<file path="src/rtl/txrx_slot_ctrl_pkg.sv">
// Shared baseband definitions for the TX/RX slot controller: FSM state
// encoding, legal packet occupancies and the default sync-search window.
package txrx_slot_ctrl_pkg;

    typedef enum logic [2:0] {
        ST_IDLE    = 3'd0,
        ST_TX      = 3'd1,
        ST_RX_SRCH = 3'd2,
        ST_RX_BUSY = 3'd3,
        ST_HOLD    = 3'd4
    } state_t;

    localparam logic [2:0] SLOTS_1 = 3'd1;
    localparam logic [2:0] SLOTS_3 = 3'd3;
    localparam logic [2:0] SLOTS_5 = 3'd5;

    localparam logic [9:0] DEFAULT_RX_WIN_US = 10'd20;
    localparam logic [2:0] DEFAULT_MAX_SLOTS = SLOTS_5;

    // Anything other than a 3- or 5-slot packet is handled as a single slot.
    function automatic logic [2:0] legal_slots(input logic [2:0] slots);
        return ((slots == SLOTS_3) || (slots == SLOTS_5)) ? slots : SLOTS_1;
    endfunction

endpackage

</file>
<file path="src/rtl/txrx_slot_ctrl_if.sv">
// Bundle of the slot timing, scheduler and radio-control signals between
// the baseband core (master side) and the slot controller (slave side).
interface txrx_slot_ctrl_if;

    logic        p_1us;
    logic        tslot_p;
    logic [27:0] BTCLK;
    logic [9:0]  counter_1us;
    logic        corre_sync_p;
    logic        regi_en;
    logic        regi_is_master;
    logic        tx_req;
    logic [2:0]  tx_slots;
    logic        tx_done_p;
    logic        rx_done_p;

    logic        tx_en;
    logic        rx_en;
    logic        tx_start_p;
    logic        rx_timeout_p;
    logic        tx_abort_p;
    logic [2:0]  state_o;

    modport master (
        output p_1us, tslot_p, BTCLK, counter_1us, corre_sync_p, regi_en,
               regi_is_master, tx_req, tx_slots, tx_done_p, rx_done_p,
        input  tx_en, rx_en, tx_start_p, rx_timeout_p, tx_abort_p, state_o
    );

    modport slave (
        input  p_1us, tslot_p, BTCLK, counter_1us, corre_sync_p, regi_en,
               regi_is_master, tx_req, tx_slots, tx_done_p, rx_done_p,
        output tx_en, rx_en, tx_start_p, rx_timeout_p, tx_abort_p, state_o
    );

endinterface

</file>
<file path="src/rtl/txrx_slot_ctrl_slot_cnt.sv">
// 3-bit load/decrement slot counter with a zero flag. It holds the number
// of slot boundaries still to be crossed before the final one of a packet.
module txrx_slot_ctrl_slot_cnt (
    input  logic       clk,
    input  logic       rst_n,
    input  logic       load,
    input  logic [2:0] load_val,
    input  logic       dec,
    output logic       zero
);

    logic [2:0] count_reg;

    // Load has priority; decrement saturates at zero.
    always_ff @(posedge clk or negedge rst_n) begin
        if (!rst_n) begin
            count_reg <= 3'd0;
        end else if (load) begin
            count_reg <= load_val;
        end else if (dec && (count_reg != 3'd0)) begin
            count_reg <= count_reg - 3'd1;
        end
    end

    assign zero = (count_reg == 3'd0);

endmodule

</file>
<file path="src/rtl/txrx_slot_ctrl.sv">
// Slot-level TX/RX scheduler: picks TX or RX at each slot boundary from the
// role and slot parity, tracks multi-slot packets, times out the sync search
// and drives the radio enables.
module txrx_slot_ctrl
    import txrx_slot_ctrl_pkg::*;
#(
    parameter logic [9:0] RX_WIN_US = DEFAULT_RX_WIN_US,
    parameter logic [2:0] MAX_SLOTS = DEFAULT_MAX_SLOTS
) (
    input  logic             clk_6M,
    input  logic             rstz,
    txrx_slot_ctrl_if.slave  bus
);

    state_t     state_reg;
    state_t     state_next;
    logic       tx_start_reg;
    logic       cnt_load;
    logic [2:0] cnt_load_val;
    logic       cnt_dec;
    logic       cnt_zero;
    logic       tx_abort;
    logic       rx_timeout;
    logic       tx_parity;
    logic       sync_in_window;
    logic       unused_btclk;

    // BTCLK[1] still shows the old slot in the boundary cycle, so its value
    // there is the parity of the slot about to start (1 = even). Master
    // transmits in even slots, slave in odd ones.
    assign tx_parity      = (bus.BTCLK[1] == bus.regi_is_master);
    assign sync_in_window = bus.corre_sync_p && (bus.counter_1us <= RX_WIN_US);
    assign unused_btclk   = ^{bus.BTCLK[27:2], bus.BTCLK[0]};

    txrx_slot_ctrl_slot_cnt u_slot_cnt (
        .clk      (clk_6M),
        .rst_n    (rstz),
        .load     (cnt_load),
        .load_val (cnt_load_val),
        .dec      (cnt_dec),
        .zero     (cnt_zero)
    );

    // State register plus the registered start pulse for the packet builder.
    always_ff @(posedge clk_6M or negedge rstz) begin
        if (!rstz) begin
            state_reg    <= ST_IDLE;
            tx_start_reg <= 1'b0;
        end else begin
            state_reg    <= state_next;
            tx_start_reg <= (state_next == ST_TX) && (state_reg != ST_TX);
        end
    end

    // Next-state, slot counter control and the abort/timeout pulses.
    always_comb begin
        state_next   = state_reg;
        cnt_load     = 1'b0;
        cnt_load_val = 3'd0;
        cnt_dec      = 1'b0;
        tx_abort     = 1'b0;
        rx_timeout   = 1'b0;
        case (state_reg)
            // HOLD schedules at the boundary exactly like IDLE, so back-to-back
            // slots need no idle cycle in between.
            ST_IDLE, ST_HOLD: begin
                if (!bus.regi_en) begin
                    state_next = ST_IDLE;
                end else if (bus.tslot_p) begin
                    if (tx_parity && bus.tx_req) begin
                        state_next   = ST_TX;
                        cnt_load     = 1'b1;
                        cnt_load_val = legal_slots(bus.tx_slots) - 3'd1;
                    end else begin
                        state_next = ST_RX_SRCH;
                    end
                end
            end
            ST_TX: begin
                // A done pulse on the boundary wins over the slot limit.
                if (bus.tx_done_p) begin
                    state_next = ST_HOLD;
                end else if (bus.tslot_p) begin
                    if (cnt_zero) begin
                        tx_abort   = 1'b1;
                        state_next = ST_HOLD;
                    end else begin
                        cnt_dec = 1'b1;
                    end
                end
            end
            ST_RX_SRCH: begin
                // A sync hit in the last window microsecond wins over the timeout.
                if (sync_in_window) begin
                    state_next   = ST_RX_BUSY;
                    cnt_load     = 1'b1;
                    cnt_load_val = MAX_SLOTS - 3'd1;
                end else if (bus.p_1us && (bus.counter_1us == RX_WIN_US)) begin
                    rx_timeout = 1'b1;
                    state_next = ST_HOLD;
                end
            end
            ST_RX_BUSY: begin
                if (bus.rx_done_p) begin
                    state_next = ST_HOLD;
                end else if (bus.tslot_p) begin
                    if (cnt_zero) begin
                        state_next = ST_HOLD;
                    end else begin
                        cnt_dec = 1'b1;
                    end
                end
            end
            default: begin
                state_next = ST_IDLE;
            end
        endcase
    end

    assign bus.tx_en        = (state_reg == ST_TX);
    assign bus.rx_en        = (state_reg == ST_RX_SRCH) || (state_reg == ST_RX_BUSY);
    assign bus.tx_start_p   = tx_start_reg;
    assign bus.tx_abort_p   = tx_abort;
    assign bus.rx_timeout_p = rx_timeout;
    assign bus.state_o      = state_reg;

endmodule
</file>
<file path="src/flat_wrapper.sv">
// flat-port wrapper written by rule: the top's interface ports become plain ports
module txrx_slot_ctrl_flat import txrx_slot_ctrl_pkg::*;
#(
    parameter logic [9:0] RX_WIN_US = DEFAULT_RX_WIN_US,
    parameter logic [2:0] MAX_SLOTS = DEFAULT_MAX_SLOTS
)
  (clk_6M, rstz, bus_p_1us, bus_tslot_p, bus_BTCLK, bus_counter_1us, bus_corre_sync_p, bus_regi_en, bus_regi_is_master, bus_tx_req, bus_tx_slots, bus_tx_done_p, bus_rx_done_p, bus_tx_en, bus_rx_en, bus_tx_start_p, bus_rx_timeout_p, bus_tx_abort_p, bus_state_o);
  txrx_slot_ctrl_if bus_i ();
  input  logic clk_6M;
  input  logic rstz;
  input wire logic [$bits(bus_i.p_1us)-1:0] bus_p_1us;
  input wire logic [$bits(bus_i.tslot_p)-1:0] bus_tslot_p;
  input wire logic [$bits(bus_i.BTCLK)-1:0] bus_BTCLK;
  input wire logic [$bits(bus_i.counter_1us)-1:0] bus_counter_1us;
  input wire logic [$bits(bus_i.corre_sync_p)-1:0] bus_corre_sync_p;
  input wire logic [$bits(bus_i.regi_en)-1:0] bus_regi_en;
  input wire logic [$bits(bus_i.regi_is_master)-1:0] bus_regi_is_master;
  input wire logic [$bits(bus_i.tx_req)-1:0] bus_tx_req;
  input wire logic [$bits(bus_i.tx_slots)-1:0] bus_tx_slots;
  input wire logic [$bits(bus_i.tx_done_p)-1:0] bus_tx_done_p;
  input wire logic [$bits(bus_i.rx_done_p)-1:0] bus_rx_done_p;
  output wire logic [$bits(bus_i.tx_en)-1:0] bus_tx_en;
  output wire logic [$bits(bus_i.rx_en)-1:0] bus_rx_en;
  output wire logic [$bits(bus_i.tx_start_p)-1:0] bus_tx_start_p;
  output wire logic [$bits(bus_i.rx_timeout_p)-1:0] bus_rx_timeout_p;
  output wire logic [$bits(bus_i.tx_abort_p)-1:0] bus_tx_abort_p;
  output wire logic [$bits(bus_i.state_o)-1:0] bus_state_o;
  assign bus_i.p_1us = bus_p_1us;
  assign bus_i.tslot_p = bus_tslot_p;
  assign bus_i.BTCLK = bus_BTCLK;
  assign bus_i.counter_1us = bus_counter_1us;
  assign bus_i.corre_sync_p = bus_corre_sync_p;
  assign bus_i.regi_en = bus_regi_en;
  assign bus_i.regi_is_master = bus_regi_is_master;
  assign bus_i.tx_req = bus_tx_req;
  assign bus_i.tx_slots = bus_tx_slots;
  assign bus_i.tx_done_p = bus_tx_done_p;
  assign bus_i.rx_done_p = bus_rx_done_p;
  assign bus_tx_en = bus_i.tx_en;
  assign bus_rx_en = bus_i.rx_en;
  assign bus_tx_start_p = bus_i.tx_start_p;
  assign bus_rx_timeout_p = bus_i.rx_timeout_p;
  assign bus_tx_abort_p = bus_i.tx_abort_p;
  assign bus_state_o = bus_i.state_o;
  txrx_slot_ctrl #(.RX_WIN_US(RX_WIN_US), .MAX_SLOTS(MAX_SLOTS)) u_core (.clk_6M(clk_6M), .rstz(rstz), .bus(bus_i));
endmodule
</file>
<file path="config.mk">
export PLATFORM = sky130hd
export DESIGN_NAME = txrx_slot_ctrl_flat
export DESIGN_NICKNAME = d
export VERILOG_FILES = /design/src/rtl/txrx_slot_ctrl_pkg.sv /design/src/rtl/txrx_slot_ctrl_if.sv /design/src/rtl/txrx_slot_ctrl_slot_cnt.sv /design/src/rtl/txrx_slot_ctrl.sv /design/src/flat_wrapper.sv
export SDC_FILE = /design/constraint.sdc
export NUM_CORES = 1
export LEC_CHECK = 0
export BUFFER_PORTS_ARGS = -buffer_cell sky130_fd_sc_hd__buf_4
export CORE_MARGIN = 2
export CORE_UTILIZATION = 33
export CTS_CLUSTER_DIAMETER = 200
export DETAILED_ROUTE_END_ITERATION = 7
export HOLD_SLACK_MARGIN = 0.08
export PLACE_DENSITY = 0.77
export SETUP_SLACK_MARGIN = 0.02
export SYNTH_ARGS = -nofsm -noshare
export SYNTH_HDL_FRONTEND = slang
export SYNTH_SLANG_ARGS = --single-unit
export TNS_END_PERCENT = 20
</file>
<file path="constraint.sdc">
create_clock -name clk_6M -period 2.3 [get_ports clk_6M]
set_input_delay 0.115 -clock clk_6M [delete_from_list [all_inputs] [get_ports clk_6M]]
set_output_delay 0.115 -clock clk_6M [all_outputs]
set_load 0.1 [all_outputs]
</file>
==> out/metrics.json, run 1 <==
{
  "kind_of_critical_path": "register to output port",
  "gr-usage-all-layers": 0.1434,
  "layout.cell_area.non_filler_um2": 883.3,
  "proportion_of_synthesized_flip_flops_having_asynchronous_set_or_reset": 1.000,
  "num_io_pins": 59,
  "detail_route.wirelength_um": 1284,
  "report.final.setup_viol": 0,
  "total_leakage_power_uw": 0.0004198,
  "final_net_count": 151,
  "post-route-min-period_ps": 1843,
  "worst_setup_sp_type": "register",
  "grt_antenna_before_repair": 0,
  "critical_path.reg2reg.endpoint": "u_core.u_slot_cnt.count_reg[1]$_DFFE_PN0P_",
  "drv.max_cap_violation_count": 0,
  "n_antenna_cell": 0,
  "power_frac_clock": 0.136,
  "synth_seq_area_share": 0.3160,
  "avgRoutedWirePerCell_um": 11.46,
  "number_of_setup_buffers_added_after_cts": 0,
  "post_route_cells_drive_above_1_share": 0.5000,
  "cts.root.buffer_cell": "sky130_fd_sc_hd__clkbuf_4",
  "grt_max_degree": 8,
  "critPathArrivalTime_ps": 1730,
  "numCtsBuffers": 3,
  "critPathMaxFanout": 4,
  "yosys.cell_count.top_type": "sky130_fd_sc_hd__dfrtp_1",
  "drt.antenna.violating_nets": 0,
  "comb_power_share": 0.596,
  "num_vias": 543,
  "synthesis.instances": 59,
  "synthXorXnorAreaFrac": 0.06321,
  "synth.mux.area_fraction": 0.04740,
  "rr_startpoint": "u_core.bus.state_o[1]$_DFF_PN0_",
  "synth_cell_types": 32,
  "aggregate_negative_setup_slack_ps": 0,
  "required_ps": 2180,
  "worst_clock_skew_ps": 4.840,
  "worst_setup_path_startpoint": "u_core.u_slot_cnt.count_reg[0]$_DFFE_PN0P_",
  "first_global_vias": 528,
  "slew_viol_final": 0,
  "ff2ff_setup_slack_ps": 530,
  "power.ir.vdd_worst_mv": 0.5113,
  "compound_cell_area_share_of_the_yosys_netlist": 0.1422,
  "core_um2": 1541,
  "htreeDepth": 1,
  "post-route-period-util": 0.8015,
  "per_instance_average_area_after_synthesis_um2": 9.395,
  "worstSkewPairLatency_ps": 240,
  "area_delta_synth_final_pct": 59.37,
  "synthesis_stage_register_bit_count": 7,
  "worstSetupEndpointType": "output port",
  "final_core_util": 0.5731,
  "finalHoldViolCount": 0,
  "run_status": "completed",
  "power.net_switching_uw": 380.6,
  "cts.reportedPaths.clkPinSlew_ps": 50,
  "place.detailed.hpwl_um": 1080,
  "clock_sink_count": 7,
  "floorplan.die.width_um": 44.99,
  "tritoncts_clock_tree": "done",
  "grt_first_pass_wirelength_um": 2118,
  "grt.overflow.total": 0,
  "post_synth_and_or_nand_nor_area_fraction": 0.3296,
  "cell_internal_pwr_uw": 397.2,
  "number_of_rows_created_at_floorplan": 14,
  "synthAdderAreaFrac": 0.06772,
  "drc": 0,
  "synth_top_family_by_area": "simple AND/OR/NAND/NOR gates",
  "floorplan.initialDensity": 0.3596,
  "dpl_cell_area_um2": 847.1,
  "ys.warnings.count": 0,
  "synth_nets": 113,
  "grt_setup_unrepaired": "false",
  "gp_congestion": 0.7180,
  "synth.top_cells.by_area": "sky130_fd_sc_hd__dfrtp_1 (32%), sky130_fd_sc_hd__ha_1 (6.8%), sky130_fd_sc_hd__xnor2_1 (6.3%)",
  "min_path_cells": 3,
  "number_of_design_rule_violations_left_by_the_first_detailed_router_iteration": 7,
  "drt_first_pass_iters": 4,
  "power.density_cell_area_nw_per_um2": 880.5,
  "critPathCapture": "bus_tx_abort_p",
  "die_y_um": 44.99,
  "vias_per_cell": 4.848,
  "post-synth-top-area-cell": "sky130_fd_sc_hd__dfrtp_1",
  "ctsLongestPathBuffers": 2,
  "area_of_the_mapped_netlist_um2": 554.3,
  "synth_edf_count": 0,
  "synthDominantCellAreaShare": 0.3160,
  "worst_r2r_path_depth": 4,
  "ys.flop_type": "sky130_fd_sc_hd__dfrtp_1",
  "placement.io_buffers": 31,
  "min_path_type": "input pin to register",
  "power.switching_fraction": 0.4893,
  "part_of_the_total_power_dissipated_in_sequential_elements": 0.268,
  "dieArea_um2": 2024,
  "synth_commonest_cells": "sky130_fd_sc_hd__dfrtp_1 (7), sky130_fd_sc_hd__nor2_1 (5), sky130_fd_sc_hd__inv_1 (4), sky130_fd_sc_hd__nand3b_1 (4), sky130_fd_sc_hd__xnor2_1 (4)",
  "max_freq_mhz": 542.5
}
## through the flow
stage	cells	hold WS (ps)	worst slack [ps]	power (uW)
after floorplan	59	-180.6	-150.2	566.1
after global placement	107	-69.90	537.1	668.5
after detailed placement	107	-67.86	527.7	674.5
after CTS	112	133.9	437.9	787.7
after global routing	112	157.4	279.8	830.6
final	112	142.6	456.6	777.7
## per-layer routing
layer | vias up | share of wire | global-route usage | routed length, um
li1 | 292 | - | - | -
met2 | 16 | 0.52 | 0.2600 | 672
met3 | 0 | 0.058 | 0.04000 | 74
met4 | 0 | 0 | 0.01765 | 0
met1 | 235 | 0.42 | 0.1721 | 537
met5 | - | 0 | 0 | 0
## power by group through the flow
stage	Combinational (uW)	Clock, uW	Sequential [uW]
after floorplan	263	0	303
after global placement	459	0	209
after detailed placement	465	0	209
after CTS	468	112	208
after global routing	498	118	214
final	464	106	208
## cell type report
| type | count | area [um^2] |
|---|---|---|
| fillers | 142 | 658.1 |
| multi-input cells | 48 | 391.6 |
| repair buffers | 33 | 250.2 |
| flip-flops and latches | 7 | 180.2 |
| clock buffers | 4 | 26.28 |
| well taps | 16 | 20.02 |
| inverters | 4 | 15.01 |
## repair_timing
item,CTS,global route
hold buffers,1,0
resized for setup,0,0
endpoints found under the hold margin,7,0
## cell families after synthesis
family	count (synthesis)
buffers and inverters	4
adder cells (fa/ha/maj)	3
flip-flops	7
other	1
XOR/XNOR	4
AO/OA/AOI/OAI	11
multiplexers	2
AND/OR/NAND/NOR	27
## critical path, stage by stage (launching register included)
cell                      delay [ps]
sky130_fd_sc_hd__dfrtp_1         350
sky130_fd_sc_hd__inv_1           110
sky130_fd_sc_hd__ha_1            150
sky130_fd_sc_hd__nor2b_1         240
sky130_fd_sc_hd__nand2_1         170
sky130_fd_sc_hd__nor4_4          150
sky130_fd_sc_hd__buf_4           330
## placed cells by master (no fill, tap or decap), drive strengths merged, types with 2 or more instances in the layout
cell | Yosys | routed
nor2 | 5 | 5
or4 | 2 | 2
nor4 | 2 | 2
o21ai | 2 | 2
nor4b | 3 | 3
nand2 | 3 | 3
nand3b | 4 | 4
nor2b | 2 | 2
dfrtp | 7 | 7
inv | 4 | 4
ha | 3 | 3
a21oi | 2 | 2
clkbuf | 0 | 4
xnor2 | 4 | 4
nand2b | 2 | 2
mux2 | 2 | 2
buf | 0 | 32
## how the worst min path moves through the flow
stage | end | slack, ps | from
after floorplan | u_core.bus.state_o[0]$_DFF_PN0_ | -180 | rstz
after global placement | u_core.u_slot_cnt.count_reg[1]$_DFFE_PN0P_ | -70 | rstz
after detailed placement | u_core.bus.tx_start_p$_DFF_PN0_ | -70 | rstz
after CTS | u_core.u_slot_cnt.count_reg[2]$_DFFE_PN0P_ | 130 | bus_corre_sync_p
after global routing | u_core.u_slot_cnt.count_reg[2]$_DFFE_PN0P_ | 160 | bus_corre_sync_p
final | u_core.u_slot_cnt.count_reg[2]$_DFFE_PN0P_ | 140 | bus_corre_sync_p
Note: power is estimated with default switching activity, not from simulation.
==> run 2: changes to the inputs <==
clock period = 1.8 ns   (was 2.3 ns; I/O delays follow)
==> run 2 against run 1 <==
  * Worst setup slack worse by 360 ps
  * Count of clock-buffer cells in the layout stayed put
  * Sequential share of layout area down 1.2 points
  * Largest power group unchanged
==> out/metrics.json, run 2 (same netlist as run 1, synthesis figures left out) <==
{
  "clock_sink_count": 7,
  "worstSetupEndpointType": "register",
  "number_of_rows_created_at_floorplan": 14,
  "grt_setup_unrepaired": "false",
  "ctsLongestPathBuffers": 2,
  "run_status": "completed",
  "final_net_count": 154,
  "slew_viol_final": 0,
  "nFillCells": 148,
  "first_global_vias": 585,
  "number_of_design_rule_violations_left_by_the_first_detailed_router_iteration": 2,
  "max_freq_mhz": 587.4,
  "grt_max_degree": 8,
  "power.density_cell_area_nw_per_um2": 1128,
  "area_delta_synth_final_pct": 70.20,
  "gr-usage-all-layers": 0.1588,
  "pre_cts_slack_ps": 105.6,
  "critPathArrivalTime_ps": 1890,
  "grt_first_pass_wirelength_um": 2283,
  "report.final.setup_viol": 0,
  "worst_setup_sp_type": "register",
  "htreeDepth": 1,
  "place.detailed.hpwl_um": 1097,
  "num_vias": 583,
  "min_path_cells": 3,
  "cts.reportedPaths.clkPinSlew_ps": 50,
  "numCtsBuffers": 3,
  "n_antenna_cell": 0,
  "fin_cells": 115,
  "min_path_type": "input pin to register",
  "setup_ws_ps": 97.52,
  "post-route-min-period_ps": 1702,
  "ff2ff_setup_slack_ps": 100,
  "die_y_um": 44.99,
  "vias_per_cell": 5.070,
  "finalHoldViolCount": 0,
  "drv.max_cap_violation_count": 0,
  "numPlacedInstances": 109,
  "drt.antenna.violating_nets": 0,
  "gp_congestion": 0.7534,
  "dieArea_um2": 2024,
  "grt_antenna_before_repair": 0,
  "required_ps": 1990,
  "num_io_pins": 59,
  "worstSkewPairLatency_ps": 260,
  "worst_clock_skew_ps": 0.7381,
  "tritoncts_clock_tree": "done",
  "aggregate_negative_setup_slack_ps": 0,
  "drc": 0,
  "floorplan.die.width_um": 44.99,
  "final_common_cell": "sky130_fd_sc_hd__buf_4",
  "detail_route.wirelength_um": 1366,
  "post_route_cells_drive_above_1_share": 0.5556,
  "kind_of_critical_path": "register to register",
  "avgRoutedWirePerCell_um": 11.88,
  "power.ir.vdd_worst_mv": 0.8058,
  "grt.overflow.total": 0,
  "floorplan.initialDensity": 0.3596,
  "placement.io_buffers": 31,
  "critPathMaxFanout": 4,
  "drt_first_pass_iters": 4,
  "cts.root.buffer_cell": "sky130_fd_sc_hd__clkbuf_4",
  "post-route-period-util": 0.9458,
  "core_um2": 1541,
  "total_leakage_power_uw": 0.0004460,
  "worst_r2r_path_depth": 4,
  "report.power.total_uw": 1064
}
[run 2: layout make-up]
class / count / area [um^2] / area share
inverter: 4 / 15.01 / 0.01592
multi-input combinational: 48 / 416.7 / 0.4416
tap: 16 / 20.02 / 0.02122
clock buffer: 4 / 26.28 / 0.02785
timing repair buffer: 36 / 284.0 / 0.3011
sequential: 7 / 181.4 / 0.1923
[run 2: critical path, cell delays in order (launching register included)]
cell and delay (ps):
sky130_fd_sc_hd__dfrtp_4 470, sky130_fd_sc_hd__mux2_4 330, sky130_fd_sc_hd__or4_4 440, sky130_fd_sc_hd__mux2_2 290
sky130_fd_sc_hd__o21ai_2 100
[run 2: path summary, 6_finish.rpt]
check / endpoint / startpoint
max: u_core.u_slot_cnt.count_reg[1]$_DFFE_PN0P_ / u_core.bus.state_o[1]$_DFF_PN0_
min: u_core.bus.state_o[1]$_DFF_PN0_ / bus_rx_done_p
max reg2reg: u_core.u_slot_cnt.count_reg[1]$_DFFE_PN0P_ / u_core.bus.state_o[1]$_DFF_PN0_
min reg2reg: u_core.bus.state_o[1]$_DFF_PN0_ / u_core.bus.state_o[0]$_DFF_PN0_
max in group asynchronous: u_core.bus.state_o[1]$_DFF_PN0_ / rstz
min in group asynchronous: u_core.u_slot_cnt.count_reg[0]$_DFFE_PN0P_ / rstz
[run 2: per-layer routing]
layer | vias up | GRT usage | wire length (um)
li1 | 295 | - | -
met1 | 260 | 0.1759 | 536
met2 | 23 | 0.2771 | 677
met3 | 5 | 0.03600 | 117
met4 | 0 | 0.08824 | 35
met5 | - | 0 | 0
[run 2: where the power goes]
| part | switching (uW) | total, uW | internal, uW |
|---|---|---|---|
| Combinational | 417 | 666 | 249 |
| Sequential | 38.8 | 253 | 215 |
| Clock | 59.4 | 144 | 84.7 |
| Total | 515 | 1060 | 549 |
[run 2: stage by stage]
step / instance area, um^2 / hold WS [ps] / utilization
after floorplan: 596.8 / -205.6 / -
after global placement: 872.1 / -96.35 / 0.5657
after detailed placement: 872.1 / -93.16 / 0.5657
after CTS: 920.9 / 120.2 / 0.5974
after global routing: 943.4 / 116.3 / 0.6120
final: 943.4 / 118.7 / 0.6120
[run 2: what timing repair did]
item,CTS,global route
buffers inserted,0,1
cloned,0,0
endpoints found under the hold margin,7,0
setup endpoints to repair,2,5
gates resized for setup,4,3
hold buffers,1,0
